### src/rtl/envelope_follower.sv
// Envelope follower: full-wave rectifier feeding a shift-based attack/release one-pole filter,
// with a hysteretic note gate whose hold time is counted in envelope updates.
module envelope_follower #(
  parameter int unsigned                DATA_WIDTH   = 24,
  parameter logic [DATA_WIDTH-1:0]      GATE_ON      = 24'h080000,
  parameter logic [DATA_WIDTH-1:0]      GATE_OFF     = 24'h040000,
  parameter int unsigned                HOLD_SAMPLES = 1024
) (
  input  logic                  clk_i,
  input  logic                  rst_ni,
  input  logic [DATA_WIDTH-1:0] sample_i,
  input  logic                  valid_i,
  output logic                  ready_o,
  input  logic [4:0]            attack_shift_i,
  input  logic [4:0]            release_shift_i,
  output logic [DATA_WIDTH-1:0] envelope_o,
  output logic                  valid_o,
  input  logic                  ready_i,
  output logic                  gate_o
);

  localparam int unsigned CntW = (HOLD_SAMPLES > 1) ? $clog2(HOLD_SAMPLES) : 1;
  localparam logic [DATA_WIDTH-1:0] MaxPos = {1'b0, {(DATA_WIDTH-1){1'b1}}};
  localparam logic [DATA_WIDTH-1:0] One = {{(DATA_WIDTH-1){1'b0}}, 1'b1};
  localparam logic [CntW-1:0] HoldLast = CntW'(HOLD_SAMPLES - 1);

  typedef enum logic [1:0] {StIdle, StActive, StHold} state_e;

  logic                  adv;
  logic                  update;
  logic                  s1_v_q;
  logic [DATA_WIDTH-1:0] neg_sample;
  logic [DATA_WIDTH-1:0] rect_d, rect_q;
  logic [DATA_WIDTH-1:0] env_d, env_q;
  logic [DATA_WIDTH-1:0] diff_up, diff_dn;
  logic [DATA_WIDTH-1:0] step_up, step_dn;
  logic                  valid_q;
  state_e                state_d, state_q;
  logic [CntW-1:0]       cnt_d, cnt_q;

  // The whole pipeline advances together; a stalled output freezes every stage.
  assign adv     = ~valid_q | ready_i;
  assign ready_o = adv;
  assign update  = adv & s1_v_q;

  assign neg_sample = ~sample_i + One;

  always_comb begin
    rect_d = sample_i;
    if (sample_i[DATA_WIDTH-1]) begin
      // Negating the most-negative code wraps back to itself; clamp it to full scale.
      rect_d = neg_sample[DATA_WIDTH-1] ? MaxPos : neg_sample;
    end
  end

  always_ff @(posedge clk_i or negedge rst_ni) begin
    if (!rst_ni) begin
      s1_v_q <= 1'b0;
      rect_q <= '0;
    end else if (adv) begin
      s1_v_q <= valid_i;
      if (valid_i) begin
        rect_q <= rect_d;
      end
    end
  end

  always_comb begin
    diff_up = rect_q - env_q;
    diff_dn = env_q - rect_q;
    step_up = diff_up >> attack_shift_i;
    step_dn = diff_dn >> release_shift_i;
    if (step_up == '0) step_up = One;
    if (step_dn == '0) step_dn = One;
    env_d = env_q;
    // Steps never exceed the distance, so the envelope cannot overshoot rect.
    if (rect_q > env_q) begin
      env_d = env_q + step_up;
    end else if (rect_q < env_q) begin
      env_d = env_q - step_dn;
    end
  end

  always_ff @(posedge clk_i or negedge rst_ni) begin
    if (!rst_ni) begin
      env_q   <= '0;
      valid_q <= 1'b0;
    end else if (update) begin
      env_q   <= env_d;
      valid_q <= 1'b1;
    end else if (adv) begin
      valid_q <= 1'b0;
    end
  end

  always_comb begin
    state_d = state_q;
    cnt_d   = cnt_q;
    if (update) begin
      case (state_q)
        StIdle: begin
          if (env_d >= GATE_ON) state_d = StActive;
        end
        StActive: begin
          if (env_d < GATE_OFF) begin
            state_d = StHold;
            cnt_d   = HoldLast;
          end
        end
        StHold: begin
          if (env_d >= GATE_ON) begin
            state_d = StActive;
          end else if (cnt_q == '0) begin
            state_d = StIdle;
          end else begin
            cnt_d = cnt_q - 1'b1;
          end
        end
        default: state_d = StIdle;
      endcase
    end
  end

  always_ff @(posedge clk_i or negedge rst_ni) begin
    if (!rst_ni) begin
      state_q <= StIdle;
      cnt_q   <= '0;
    end else begin
      state_q <= state_d;
      cnt_q   <= cnt_d;
    end
  end

  assign envelope_o = env_q;
  assign valid_o    = valid_q;
  assign gate_o     = (state_q != StIdle);

endmodule

### config.mk
export PLATFORM = sky130hd
export DESIGN_NAME = envelope_follower
export DESIGN_NICKNAME = d
export VERILOG_FILES = /design/src/rtl/envelope_follower.sv
export SDC_FILE = /design/constraint.sdc
export NUM_CORES = 1
export LEC_CHECK = 0
export ABC_AREA = 0
export CAP_MARGIN = 20
export CORE_UTILIZATION = 30
export DETAILED_ROUTE_END_ITERATION = 12
export DONT_BUFFER_PORTS = 1
export PLACE_DENSITY = 0.43
export SLEW_MARGIN = 20
export SYNTH_ARGS = -nofsm -noshare
export SYNTH_HDL_FRONTEND = slang
export SYNTH_SLANG_ARGS = --single-unit
### constraint.sdc
create_clock -name clk_i -period 14.3 [get_ports clk_i]
set_input_delay 2.145 -clock clk_i [delete_from_list [all_inputs] [get_ports clk_i]]
set_output_delay 2.145 -clock clk_i [all_outputs]
set_load 0.05 [all_outputs]
==> results.cfg <==
[clock_tree]
clock-sinks = 61
post_cts_buffers = 0
htreeDepth = 3
hold_buffers = 0
cts_tree = done
cts_root_buf = clkbuf_16
clockBufferDepth = 2
numCtsBuffers = 9
post_cts_resized = 0
clk_pin_slew_worst_paths_ns = 0.06
clk-insertion-delay-late_ns = 0.35

[grt]
grt_usage = 0.248
use_met3 = 0.0278
met1_usage = 0.347
first_global_vias = 10614
grt_pass1_wl_mm = 68.2
top_usage_layer = met2
met2_usage = 0.398
grt_max_degree = 62
grt_overflow = 0
antenna_found_initial = 0

[synthesis]
yosys_warnings = 0
syn-cell-area_mm2 = 0.0109
synth-edff-count = 0
yosys-top-cells-count = a21oi_1 (174), nand2_1 (147), nor2_1 (127)
syn_avg_cell_area_um2 = 7.26
syn_nets = 1634
yosysTopAreaCellShare = 0.140
yosys-top-cells-area = dfrtp_1 (14%), ha_1 (11%), a21oi_1 (8.0%)
synth_top_cell_by_area = dfrtp_1
ys_types = 89
ys_seq_area_frac = 0.140
async_reset_ff_frac = 1.00
ys_seq_elements = 61
syn_inst = 1497
synth.most_common_cell = a21oi_1
synth_ff_type = dfrtp_1

[sta]
relSlewSlack = 0.318
setup_viol = 0
clock-skew-final_ns = 0.00721
fmax_mhz = 107
fin_crit_ns = 9.38
rsz0062_at_grt = no
tightest_slew_ns = 1.02
period_share = 0.656
hold_viol = 0
final.setup.tns_ns = 0
slew_viol_final = 0
fin_ws_ns = 4.92

[layout]
area_growth_pct = 5.12
drive_gt1_frac = 0.0604
stdcell_count = 1902
layout.nets = 1573
diodes = 0

[place]
place_ws_ns = 5.14
gp_routability_congestion = 0.927
place_hpwl_mm = 38.2
io_buffer_count = 0
placedCellCount = 1886

[critical_path]
r2r_slack_ns = 4.92
slowest_stage = dfrtp_1
critPathCaptureType = flop
critPathRequiredTime_ns = 14.50
reg2reg_depth = 26
slowest_delay_ns = 0.83
crit_fanout = 11
cp.arrival_ns = 9.58
r2r-end = cnt_q[2]$_DFFE_PN0P_
rr_startpoint = envelope_o[8]$_DFFE_PN0P_
path_class = reg2reg
start_kind = flop

[floorplanning]
initial_utilization = 0.305
pin_count = 65
coreArea_mm2 = 0.0357
placement_rows = 69
die_area_mm2 = 0.0370
die_y_um = 192
die_w_um = 192

[route]
drt_iter0_markers = 862
viasPerCell = 5.93
drtPass1Iterations = 11
drc = 4
vias = 11275
route.detailed.wl_per_inst_um = 24.1
routed_wl_mm = 45.9
drtAntennaViolNets = 0

[hold_path]
whs_endpoint = valid_o$_DFFE_PN0P_
holdCritPathClass = reg2reg
hold_path_depth = 2
holdCritStartpoint = s1_v_q$_DFFE_PN0N_

[run_status]
violations = design-rule violations
status = finished with violations

[job]
cap_violations = 0
[area by class of cell]
cell class	instances	area, µm²
fill	3885	24200
clock buffer	12	236
multi-input combinational	1261	8590
timing repair buffer	10	75.1
tap	461	577
clock inverter	4	72.6
inverter	93	349
sequential	61	1530
[how the worst max path moves through the flow]
stage,end,depth (start not counted),start
after floorplan,cnt_q[2]$_DFFE_PN0P_,25,release_shift_i[0]
after global placement,cnt_q[9]$_DFFE_PN0P_,30,envelope_o[10]$_DFFE_PN0P_
after detailed placement,cnt_q[2]$_DFFE_PN0P_,26,envelope_o[8]$_DFFE_PN0P_
after CTS,cnt_q[2]$_DFFE_PN0P_,26,envelope_o[8]$_DFFE_PN0P_
after global routing,cnt_q[9]$_DFFE_PN0P_,30,envelope_o[10]$_DFFE_PN0P_
final,cnt_q[2]$_DFFE_PN0P_,26,envelope_o[8]$_DFFE_PN0P_
[registers in the layout (all words and copies together), names as in the netlist]
name	count
s1_v_q	1
cnt_q	10
envelope_o	24
state_q	2
valid_o	1
rect_q	23
[placed cells by master (no fill, tap or decap), types with 8 or more instances in the layout]
cell type,n
a211oi_1,17
a21o_1,24
a21oi_1,173
a221oi_1,11
a22oi_1,10
a31oi_1,26
and2_1,8
and3_1,10
buf_4,10
clkbuf_16,9
dfrtp_1,61
ha_1,95
inv_1,86
mux2_2,13
mux2i_1,40
mux4_2,12
nand2_1,147
nand2b_1,20
nand3_1,16
nand4_1,20
nor2_1,127
nor2b_1,17
nor3_1,52
o211ai_1,12
o21a_1,18
o21ai_0,93
o21ai_1,11
o21bai_1,17
o22ai_1,26
o31ai_1,15
or3_1,16
xnor2_1,59
xor2_1,38
[stage by stage]
step                 util  hold WS [ns]  instance area (µm²)
floorplan               -         0.451                10900
global placement    0.312         0.475                11100
detailed placement  0.312         0.480                11100
CTS                 0.321         0.487                11400
global route        0.321         0.527                11400
finish              0.321         0.484                11400
[per-layer routing]
metal	routed length (µm)	vias to the layer above
met2	20800	365
met3	2270	44
met1	21700	5498
met5	0	-
li1	-	5368
met4	1120	0
[logic make-up (layout without fill, tap and decap cells)]
group	count (synthesis)	count (layout)	share of synthesized area
fa+ha+maj	99	99	0.117
buf+inv	175	119	0.0702
compound gates	531	531	0.315
mux	65	65	0.0752
xor+xnor	97	97	0.0781
flops	61	61	0.140
simple gates	469	469	0.204
[worst max-delay path: cells and delay by family, from the launching register on]
family | cells | cell delay [ns]
buf+inv | 1 | 0.27
xor+xnor | 1 | 0.18
mux | 2 | 0.86
flops | 1 | 0.83
simple gates | 7 | 2.25
compound gates | 13 | 3.92
fa+ha+maj | 2 | 0.93
Power is left out: the tool's default activity adds up to more than one toggle a clock period on the data nets, which glitch-free logic cannot reach.
==> variant: new RTL, same settings <==
Make the reset (`rst_ni`) synchronous in 3 clocked blocks.
--- a/src/rtl/envelope_follower.sv
+++ b/src/rtl/envelope_follower.sv
@@ -53,7 +53,7 @@
     end
   end
 
-  always_ff @(posedge clk_i or negedge rst_ni) begin
+  always_ff @(posedge clk_i) begin
     if (!rst_ni) begin
       s1_v_q <= 1'b0;
       rect_q <= '0;
@@ -81,7 +81,7 @@
     end
   end
 
-  always_ff @(posedge clk_i or negedge rst_ni) begin
+  always_ff @(posedge clk_i) begin
     if (!rst_ni) begin
       env_q   <= '0;
       valid_q <= 1'b0;
@@ -121,7 +121,7 @@
     end
   end
 
-  always_ff @(posedge clk_i or negedge rst_ni) begin
+  always_ff @(posedge clk_i) begin
     if (!rst_ni) begin
       state_q <= StIdle;
       cnt_q   <= '0;
Function: changed (Yosys sat finds a counterexample within 4 cycles, from zero or initial values and one cycle with rst_ni low; the reset may be asserted at any time).
==> variant against the original RTL <==
- maximum frequency is 3.8% lower
- setup slack worse by 0.37 ns
- non-clock buffer count is 11 higher
- largest cell class unchanged
- utilization is 0.52 points higher
- design area is 7.1% higher
- via count is 13% higher
- routed wire length is 16% higher
- clock skew is 0.0013 ns higher
- area after synthesis is 5.3% higher
- sequential cell count stayed put
==> variant: results (changes against the original RTL) <==
The layout net count is 1,695 (+7.8%). The largest fanout on the critical path is 13 (+2). The signal arrival time at the worst endpoint is 9.99 ns (+0.41 ns).

The last weighted congestion value of the routability-driven placer came out at 1.03 (+11%). The initial antenna violation count is 1 (+1). The post-synthesis net count is 1,751 (+7.2%). The count of placed standard cells including taps is 2,057 (+9.1%). The first-pass detailed-route iteration total came out at 5 (-6). Sorting the synthesized cells by area gives the leading types as dfxtp_1 (11%), ha_1 (10%), a21oi_1 (6.4%), nand2_1 (4.9%), nor2_1 (4.6%). The average via count per standard cell came to 6.17 (+4.1%). The number of distinct library cells after synthesis came out at 96 (+7.9%). The final routed wirelength across all metal layers is 53.1 mm (+16%). The number of global-route vias before repair is 12,100 (+14%).

The complex-gate fraction of the synthesized area came out at 36.5% (+5.0 points). The flow ran to the end, and the final reports show no timing, DRC or antenna violations. The post-synthesis adder-cell area fraction is 11.1% (-0.59 points). The average wire per standard cell is 25.6 um (+6.1%). The count of routing violations after the opening detailed-route iteration came to 1,152 (+34%). The async set-or-reset flop fraction in the synthesized netlist is 0% (-100 points). The xor and xnor area share after synthesis is 6.64% (-1.2 points). The synthesized area divided by synthesized cell count was 7.09 um^2 (-2.3%). The detailed placer's ending HPWL came out at 42.6 mm (+11%).

The maximum number of pins on one net before global-route repair came out at 56 (-9.7%). The placed instance area came out at 11,900 um^2 (+6.8%). The pre-CTS setup slack came out at 4.77 ns (-0.377 ns).
variant: changes by cell type after synthesis, moves of 16 or more:
cell / before / now
dfxtp_1: 0 / 61
dfrtp_1: 61 / 0
a221oi_1: 11 / 36
a21oi_1: 174 / 147
xnor2_1: 59 / 43
variant: worst max-delay path: cells and delay by family (launching register included):
| kind | cells | cell delay [ns] |
|---|---|---|
| multiplexers | 1 | 0.28 |
| adder cells (fa/ha/maj) | 3 | 1.39 |
| AND/OR/NAND/NOR | 6 | 2.15 |
| AO/OA/AOI/OAI | 16 | 4.26 |
| XOR/XNOR | 1 | 0.54 |
| buffers and inverters | 1 | 0.17 |
| flip-flops | 1 | 0.82 |
variant: final timing paths:
| path | cells past startpoint | slack, ns | from | end |
|---|---|---|---|---|
| worst max register to register | 28 | 4.55 | envelope_o[10] | state_q[0] |
| worst min-delay path | 2 | 0.49 | s1_v_q | s1_v_q |
| worst max-delay path | 28 | 4.55 | envelope_o[10] | state_q[0] |
| worst min register to register | 2 | 0.49 | s1_v_q | s1_v_q |
variant: logic make-up after synthesis:
| kind of cell | count (synthesis) |
|---|---|
| flops | 61 |
| fa+ha+maj | 99 |
| mux | 58 |
| buf+inv | 175 |
| compound gates | 604 |
| simple gates | 531 |
| xor+xnor | 86 |
variant: cell type report:
cell class,count,area [um^2]
clock inverter,3,65.1
fill,4077,25300
sequential,61,1220
multi-input combinational,1378,9540
inverter,87,327
tap,511,639
timing repair buffer,21,170
clock buffer,13,280
variant: layer usage:
layer	wire length, um	part of all wire (%)	GRT usage [%]	vias to the layer above
li1	-	-	-	6000
met1	24300	46	37.3	6192
met2	23400	44	42.9	529
met3	3630	6.8	4.06	75
met4	1820	3.4	9.33	0
met5	0	0	0	-
